**src/rtl/seg_pkg.sv**
```systemverilog
// Shared constants for the 7-segment scan controller: hex glyphs, the blank
// pattern and a helper that maps active-high values onto the pin polarity.
package seg_pkg;

    // Glyphs as {g,f,e,d,c,b,a}, active-high, indexed by hex value.
    localparam logic [6:0] SEG_HEX [16] = '{
        7'h3F, 7'h06, 7'h5B, 7'h4F, 7'h66, 7'h6D, 7'h7D, 7'h07,
        7'h7F, 7'h6F, 7'h77, 7'h7C, 7'h39, 7'h5E, 7'h79, 7'h71
    };

    localparam logic [7:0] SEG_OFF = 8'h00;

    function automatic logic [7:0] seg_apply_pol(input logic [7:0] value, input logic act_low);
        return act_low ? ~value : value;
    endfunction

endpackage

```
**src/rtl/seg_scan_controller_if.sv**
```systemverilog
// Pin-level bundle between the datapath/board and seg_scan_controller.
// There is no valid/ready handshake: load is a one-cycle capture strobe that is
// always accepted (except during rst); seg/an/frame_done are free-running outputs.
interface seg_scan_controller_if #(
    parameter int NUM_DIGITS = 4,
    parameter int BRIGHT_W   = 4
);
    logic [4*NUM_DIGITS-1:0] d;
    logic [NUM_DIGITS-1:0]   dp;
    logic [NUM_DIGITS-1:0]   blank;
    logic                    load;
    logic [BRIGHT_W-1:0]     brightness;
    logic [7:0]              seg;
    logic [NUM_DIGITS-1:0]   an;
    logic                    frame_done;

    modport master (
        output d, dp, blank, load, brightness,
        input  seg, an, frame_done
    );

    modport slave (
        input  d, dp, blank, load, brightness,
        output seg, an, frame_done
    );
endinterface

```
**src/rtl/seg_hex_lut.sv**
```systemverilog
// Combinational hex-to-segment decoder; output is {g,f,e,d,c,b,a}, active-high.
module seg_hex_lut
    import seg_pkg::*;
(
    input  logic [3:0] i_hex,
    output logic [6:0] o_seg
);
    assign o_seg = SEG_HEX[i_hex];
endmodule

```
**src/rtl/seg_scan_controller.sv**
```systemverilog
// Time-multiplexed N-digit 7-segment driver with guard time, PWM dimming and
// frame-aligned (tear-free) update of the displayed value.
module seg_scan_controller
    import seg_pkg::*;
#(
    parameter int NUM_DIGITS  = 4,
    parameter int CLK_DIV     = 50000,
    parameter int GUARD       = 16,
    parameter int BRIGHT_W    = 4,
    parameter bit SEG_ACT_LOW = 1'b1,
    parameter bit AN_ACT_LOW  = 1'b1
) (
    input  logic                 clk,
    input  logic                 rst,
    seg_scan_controller_if.slave bus
);
    localparam int PW = (CLK_DIV > 1) ? $clog2(CLK_DIV) : 1;
    localparam int IW = (NUM_DIGITS > 1) ? $clog2(NUM_DIGITS) : 1;
    localparam logic [PW-1:0] PRESC_MAX = PW'(CLK_DIV - 1);
    localparam logic [PW-1:0] GUARD_END = PW'(GUARD);
    localparam logic [IW-1:0] INDEX_MAX = IW'(NUM_DIGITS - 1);
    localparam logic [NUM_DIGITS-1:0] AN_OFF = AN_ACT_LOW ? '1 : '0;

    logic [PW-1:0]           r_presc;
    logic [IW-1:0]           r_index;
    logic [BRIGHT_W-1:0]     r_pwm;

    logic [4*NUM_DIGITS-1:0] r_act_d;
    logic [NUM_DIGITS-1:0]   r_act_dp;
    logic [NUM_DIGITS-1:0]   r_act_blank;
    logic [4*NUM_DIGITS-1:0] r_pend_d;
    logic [NUM_DIGITS-1:0]   r_pend_dp;
    logic [NUM_DIGITS-1:0]   r_pend_blank;
    logic                    r_pend_flag;

    logic [7:0]              r_seg;
    logic [NUM_DIGITS-1:0]   r_an;
    logic                    r_frame_done;

    logic                    w_slot_end;
    logic                    w_boundary;
    logic [3:0]              w_digit;
    logic [6:0]              w_glyph;
    logic                    w_blank;
    logic                    w_pwm_on;
    logic                    w_an_on;
    logic [NUM_DIGITS-1:0]   w_an_act;
    logic [7:0]              w_seg_act;

    assign w_slot_end = (r_presc == PRESC_MAX);
    assign w_boundary = w_slot_end && (r_index == INDEX_MAX);

    assign w_digit = r_act_d[4*int'(r_index) +: 4];
    assign w_blank = r_act_blank[r_index];

    seg_hex_lut u_lut (
        .i_hex (w_digit),
        .o_seg (w_glyph)
    );

    // All-ones brightness must be fully on, which pwm_cnt < brightness alone cannot give.
    assign w_pwm_on = (bus.brightness == '1) || (r_pwm < bus.brightness);
    assign w_an_on  = (r_presc >= GUARD_END) && !w_blank && w_pwm_on;

    always_comb begin
        w_an_act          = '0;
        w_an_act[r_index] = w_an_on;
    end

    // Segments follow the digit through guard/PWM-off time; only blanking darkens them.
    assign w_seg_act = w_blank ? SEG_OFF : {r_act_dp[r_index], w_glyph};

    always_ff @(posedge clk) begin
        if (rst) begin
            r_presc <= '0;
            r_index <= '0;
            r_pwm   <= '0;
        end else begin
            r_pwm <= r_pwm + 1'b1;
            if (w_slot_end) begin
                r_presc <= '0;
                r_index <= (r_index == INDEX_MAX) ? '0 : r_index + 1'b1;
            end else begin
                r_presc <= r_presc + 1'b1;
            end
        end
    end

    // A load on the boundary edge goes straight to the active set and supersedes any pending one.
    always_ff @(posedge clk) begin
        if (rst) begin
            r_act_d      <= '0;
            r_act_dp     <= '0;
            r_act_blank  <= '1;
            r_pend_d     <= '0;
            r_pend_dp    <= '0;
            r_pend_blank <= '1;
            r_pend_flag  <= 1'b0;
        end else if (bus.load && w_boundary) begin
            r_act_d     <= bus.d;
            r_act_dp    <= bus.dp;
            r_act_blank <= bus.blank;
            r_pend_flag <= 1'b0;
        end else if (bus.load) begin
            r_pend_d     <= bus.d;
            r_pend_dp    <= bus.dp;
            r_pend_blank <= bus.blank;
            r_pend_flag  <= 1'b1;
        end else if (w_boundary && r_pend_flag) begin
            r_act_d     <= r_pend_d;
            r_act_dp    <= r_pend_dp;
            r_act_blank <= r_pend_blank;
            r_pend_flag <= 1'b0;
        end
    end

    always_ff @(posedge clk) begin
        if (rst) begin
            r_seg        <= seg_apply_pol(SEG_OFF, SEG_ACT_LOW);
            r_an         <= AN_OFF;
            r_frame_done <= 1'b0;
        end else begin
            r_seg        <= seg_apply_pol(w_seg_act, SEG_ACT_LOW);
            r_an         <= AN_ACT_LOW ? ~w_an_act : w_an_act;
            r_frame_done <= w_boundary;
        end
    end

    assign bus.seg        = r_seg;
    assign bus.an         = r_an;
    assign bus.frame_done = r_frame_done;

endmodule

```
**src/flat_wrapper.sv**
```systemverilog
// flat-port wrapper written by rule: the top's interface ports become plain ports
module seg_scan_controller_flat import seg_pkg::*;
#(
    parameter int NUM_DIGITS  = 4,
    parameter int CLK_DIV     = 50000,
    parameter int GUARD       = 16,
    parameter int BRIGHT_W    = 4,
    parameter bit SEG_ACT_LOW = 1'b1,
    parameter bit AN_ACT_LOW  = 1'b1
)
  (clk, rst, bus_d, bus_dp, bus_blank, bus_load, bus_brightness, bus_seg, bus_an, bus_frame_done);
  seg_scan_controller_if #(.NUM_DIGITS(NUM_DIGITS), .BRIGHT_W(BRIGHT_W)) bus_i ();
  input  logic clk;
  input  logic rst;
  input wire logic [$bits(bus_i.d)-1:0] bus_d;
  input wire logic [$bits(bus_i.dp)-1:0] bus_dp;
  input wire logic [$bits(bus_i.blank)-1:0] bus_blank;
  input wire logic [$bits(bus_i.load)-1:0] bus_load;
  input wire logic [$bits(bus_i.brightness)-1:0] bus_brightness;
  output wire logic [$bits(bus_i.seg)-1:0] bus_seg;
  output wire logic [$bits(bus_i.an)-1:0] bus_an;
  output wire logic [$bits(bus_i.frame_done)-1:0] bus_frame_done;
  assign bus_i.d = bus_d;
  assign bus_i.dp = bus_dp;
  assign bus_i.blank = bus_blank;
  assign bus_i.load = bus_load;
  assign bus_i.brightness = bus_brightness;
  assign bus_seg = bus_i.seg;
  assign bus_an = bus_i.an;
  assign bus_frame_done = bus_i.frame_done;
  seg_scan_controller #(.NUM_DIGITS(NUM_DIGITS), .CLK_DIV(CLK_DIV), .GUARD(GUARD), .BRIGHT_W(BRIGHT_W), .SEG_ACT_LOW(SEG_ACT_LOW), .AN_ACT_LOW(AN_ACT_LOW)) u_core (.clk(clk), .rst(rst), .bus(bus_i));
endmodule
```
**config.mk**
```make
export PLATFORM = sky130hd
export DESIGN_NAME = seg_scan_controller_flat
export DESIGN_NICKNAME = d
export VERILOG_FILES = /design/src/rtl/seg_pkg.sv /design/src/rtl/seg_scan_controller_if.sv /design/src/rtl/seg_hex_lut.sv /design/src/rtl/seg_scan_controller.sv /design/src/flat_wrapper.sv
export SDC_FILE = /design/constraint.sdc
export NUM_CORES = 1
export LEC_CHECK = 0
export BUFFER_PORTS_ARGS = -buffer_cell sky130_fd_sc_hd__buf_2
export CAP_MARGIN = 25
export CORE_MARGIN = 1.5
export CORE_UTILIZATION = 59
export CTS_CLUSTER_DIAMETER = 40
export DETAILED_ROUTE_END_ITERATION = 10
export PLACE_DENSITY = 0.81
export SLEW_MARGIN = 20
export SYNTH_ARGS = -nofsm -noshare
export SYNTH_HDL_FRONTEND = slang
export SYNTH_SLANG_ARGS = --single-unit
```
**constraint.sdc**
```tcl
create_clock -name clk -period 2.34 [get_ports clk]
set_clock_uncertainty 0.05 [all_clocks]
set_input_delay 0.585 -clock clk [delete_from_list [all_inputs] [get_ports clk]]
set_output_delay 0.585 -clock clk [all_outputs]
set_load 0.02 [all_outputs]
```
==> flow_summary.json <==
{
  "syn-num-nets": 472,
  "initial_core_util_pct": 60.91,
  "dpl.cell_count": 524,
  "critical_path.endpoint_type": "flip-flop",
  "cts_sinks": 84,
  "overflow": 0,
  "place.gp.congestion": 0.8441,
  "period_share_pct": 88.92,
  "cts_tree": "built",
  "cts_buffers": 9,
  "wl_um": 7931,
  "timing.setup.tns_ns": 0,
  "holdBufCountCts": 0,
  "post-route-drc-count": 0,
  "ant_nets": 0,
  "clkPwrFrac_pct": 36.1,
  "start_kind": "flip-flop",
  "rr_endpoint": "u_core.bus.seg[3]",
  "fin_cells": 540,
  "drive_above_1_share_pct": 17.39,
  "postCtsSetupRepairBufs": 0,
  "power_leakage_nw": 1.769,
  "slew_violations": 0,
  "cp_slowest_cell": "mux4_2",
  "core_um2": 6756,
  "via_per_inst": 5.841,
  "synthesis.area_um2": 4115,
  "synth_cell_types": 47,
  "relSlewSlack_pct": 65.75,
  "die_area_um2": 7485,
  "ir_drop_v": 0.0003879,
  "synth_seq_cells": 84,
  "cts_buffer_depth": 2,
  "synthCells": 425,
  "grt_antenna_before_repair": 0,
  "critPathCapture": "u_core.bus.seg[3]",
  "hold_class": "reg2reg",
  "p_switching_mw": 0.6698,
  "reg2reg_slack_ns": 0.26,
  "crit_required_ns": 2.57,
  "io_pins": 44,
  "grt_pass1_vias": 2802,
  "cts.reportedPaths.clkPinSlew_ns": 0.08,
  "seq_power_share_pct": 56.1,
  "fp.dieW_um": 86.52,
  "p_per_area_nw_per_um2": 586.9,
  "r2r_start": "u_core.r_index[0]",
  "grt_max_degree": 78,
  "switching_share_pct": 25.24,
  "synthFlopType": "dfxtp_1",
  "cp_max_fo": 5,
  "grt_use_total_pct": 21.99,
  "worstSetupPathType": "reg2reg",
  "r2r_cells": 7,
  "p_int_mw": 1.983,
  "clock_latency_ns": 0.35,
  "synth_top_cell_area_share_pct": 40.86,
  "cp_common_cell": "inv_1",
  "setup_viol": 0,
  "ys_warn_count": 0,
  "path_cells": "mux4_2 -> inv_1 -> ha_1 -> inv_1 -> mux2i_1 -> nor4_1 -> a31oi_1",
  "combPwrFrac_pct": 7.8,
  "cp.arrival_ns": 2.31,
  "ctsResizeCount": 0,
  "async_reset_ff_share_pct": 0,
  "synth_edf_count": 0,
  "worstMarginPinSlew_ns": 0.5138,
  "diodes": 0,
  "synth_area_leaders": "dfxtp_1 41%, nand2b_1 9.3%, mux2i_1 6.3%, ha_1 4.9%, o32ai_1 4.3%",
  "area_growth_syn_to_layout_pct": 9.851,
  "die_y_um": 86.52,
  "io_buffers": 43,
  "outcome": "finished clean",
  "synth-seq-area-share_pct": 40.86,
  "vias": 3154,
  "final_hold_viol_count": 0,
  "drv_cap": 0,
  "cts_root_buf": "clkbuf_8",
  "h-tree-depth": 3,
  "detailed_place_hpwl_um": 5422,
  "grt_pass1_wl_um": 12980,
  "yosysTopAreaCell": "dfxtp_1",
  "nets": 502,
  "core.rowCount": 30,
  "cp_slowest_stage_delay_ns": 0.62,
  "drtIter0Drc": 190,
  "startpoint": "u_core.r_index[0]",
  "avgSynthCellArea_um2": 9.683,
  "fmax_mhz": 480.6,
  "wl_per_cell_um": 14.69,
  "rsz0062_at_grt": "no",
  "layout_min_cycle_time_ns": 2.081,
  "dr.pass1.iters": 5
}
[per-stage QoR]
stage               hold slack [ns]  power (mW)  cell area [um2]  worst slack [ns]  utilization (%)
floorplan                    0.3752       1.659             4115            0.4754                -
global placement             0.3916       1.719             4334            0.3216            64.15
detailed placement           0.4134       1.728             4334            0.2613            64.15
CTS                          0.4302       2.676             4521            0.2567            66.91
global route                 0.4418       2.751             4521           0.09550            66.91
finish                       0.4235       2.653             4521            0.2593            66.91
[cells by family (layout without fill, tap and decap cells)]
family / after synthesis / in the layout / share of synthesized area, %
multiplexers: 32 / 32 / 9.608
adder cells (fa/ha/maj): 16 / 16 / 4.865
XOR/XNOR: 15 / 15 / 3.193
AND/OR/NAND/NOR: 158 / 158 / 22.32
AO/OA/AOI/OAI: 73 / 73 / 13.47
flip-flops: 84 / 84 / 40.86
buffers and inverters: 47 / 82 / 5.685
[layout make-up]
class,count,area [um2]
Sequential cell,84,1682
Clock inverter,6,48.80
Clock buffer,10,137.6
Tap cell,80,100.1
Inverter,16,60.06
Multi-Input combinational cell,294,2200
Timing Repair Buffer,50,292.8
Fill cell,552,2236
[power by group through the flow]
stage / clock network (mW) / logic (mW) / registers (mW)
3_5_place_dp: 0 / 0.207 / 1.52
3_3_place_gp: 0 / 0.200 / 1.52
5_1_grt: 1.03 / 0.230 / 1.49
4_1_cts: 0.979 / 0.209 / 1.49
2_1_floorplan: 0 / 0.144 / 1.52
6_report: 0.957 / 0.208 / 1.49
[cells in the final DEF, fill, tap and decap left out, types with 3 or more instances in the layout]
cell type	instances
buf_2	43
mux2i_1	26
and4_1	4
dfxtp_1	84
nor3_1	5
and3_1	14
a221o_1	4
o21ai_0	8
xnor2_1	9
mux4_2	6
xor2_1	6
o32ai_1	20
inv_1	16
ha_1	16
clkbuf_8	10
nor4_1	3
nand2_1	10
a22o_1	3
nor2b_1	4
nor2_1	30
nand4_1	6
buf_4	5
nand3_1	8
nand2b_1	61
o211ai_1	3
a22oi_1	15
clkinvlp_4	3
a21oi_1	10
[worst min-delay path by stage]
stage / startpoint / endpoint / slack [ns] / depth (start not counted)
floorplan: u_core.r_pwm[0] / u_core.r_pwm[0] / 0.38 / 1
global placement: u_core.r_pwm[0] / u_core.r_pwm[0] / 0.39 / 1
detailed placement: u_core.r_pend_dp[1] / u_core.r_pend_dp[1] / 0.41 / 2
CTS: u_core.r_pend_d[10] / u_core.r_pend_d[10] / 0.43 / 2
global route: u_core.r_pend_d[15] / u_core.r_pend_d[15] / 0.44 / 2
finish: u_core.r_pwm[0] / u_core.r_pwm[0] / 0.42 / 1
[Yosys cell counts, types with 2 or more instances]
cell type  number
mux4_2          6
xor2_1          6
a221o_1         4
inv_1          16
ha_1           16
mux2i_1        26
a21oi_1        10
a22o_1          3
nand3_1         8
buf_2           9
clkbuf_1       15
nand2b_1       61
a21o_1          2
nor2_1         30
xnor2_1         9
o32ai_1        20
o221ai_1        2
o21ai_0         8
and2_1          2
buf_6           6
and2b_1         2
nor4_1          3
and4_1          4
dfxtp_1        84
a22oi_1        15
nand4_1         6
nand2_1        10
nor2b_1         4
and3_1         14
o211ai_1        3
nor3_1          5
[worst max-delay path, delay by kind of cell (launching register included)]
family	cells	cell delay, ns
AO/OA/AOI/OAI	1	0.16
buffers and inverters	2	0.24
AND/OR/NAND/NOR	1	0.07
flip-flops	1	0.50
multiplexers	2	0.76
adder cells (fa/ha/maj)	1	0.25
[routing by layer]
layer  wire [um]  track usage, %
met1        3858           31.13
met2        3697           34.09
met3         273           2.952
met4         101           8.798
met5           0               0
[state kept, by name, indices dropped and copies added, names as in the netlist]
| signal | cells |
|---|---|
| u_core.bus.frame_done | 1 |
| u_core.r_pend_dp | 4 |
| u_core.r_pend_blank | 4 |
| u_core.bus.seg | 8 |
| u_core.r_presc | 16 |
| u_core.r_act_dp | 4 |
| u_core.r_index | 2 |
| u_core.r_pwm | 4 |
| u_core.r_pend_flag | 1 |
| u_core.r_act_d | 16 |
| u_core.r_act_blank | 4 |
| u_core.bus.an | 4 |
| u_core.r_pend_d | 16 |
(Power assumes the default switching activity.)
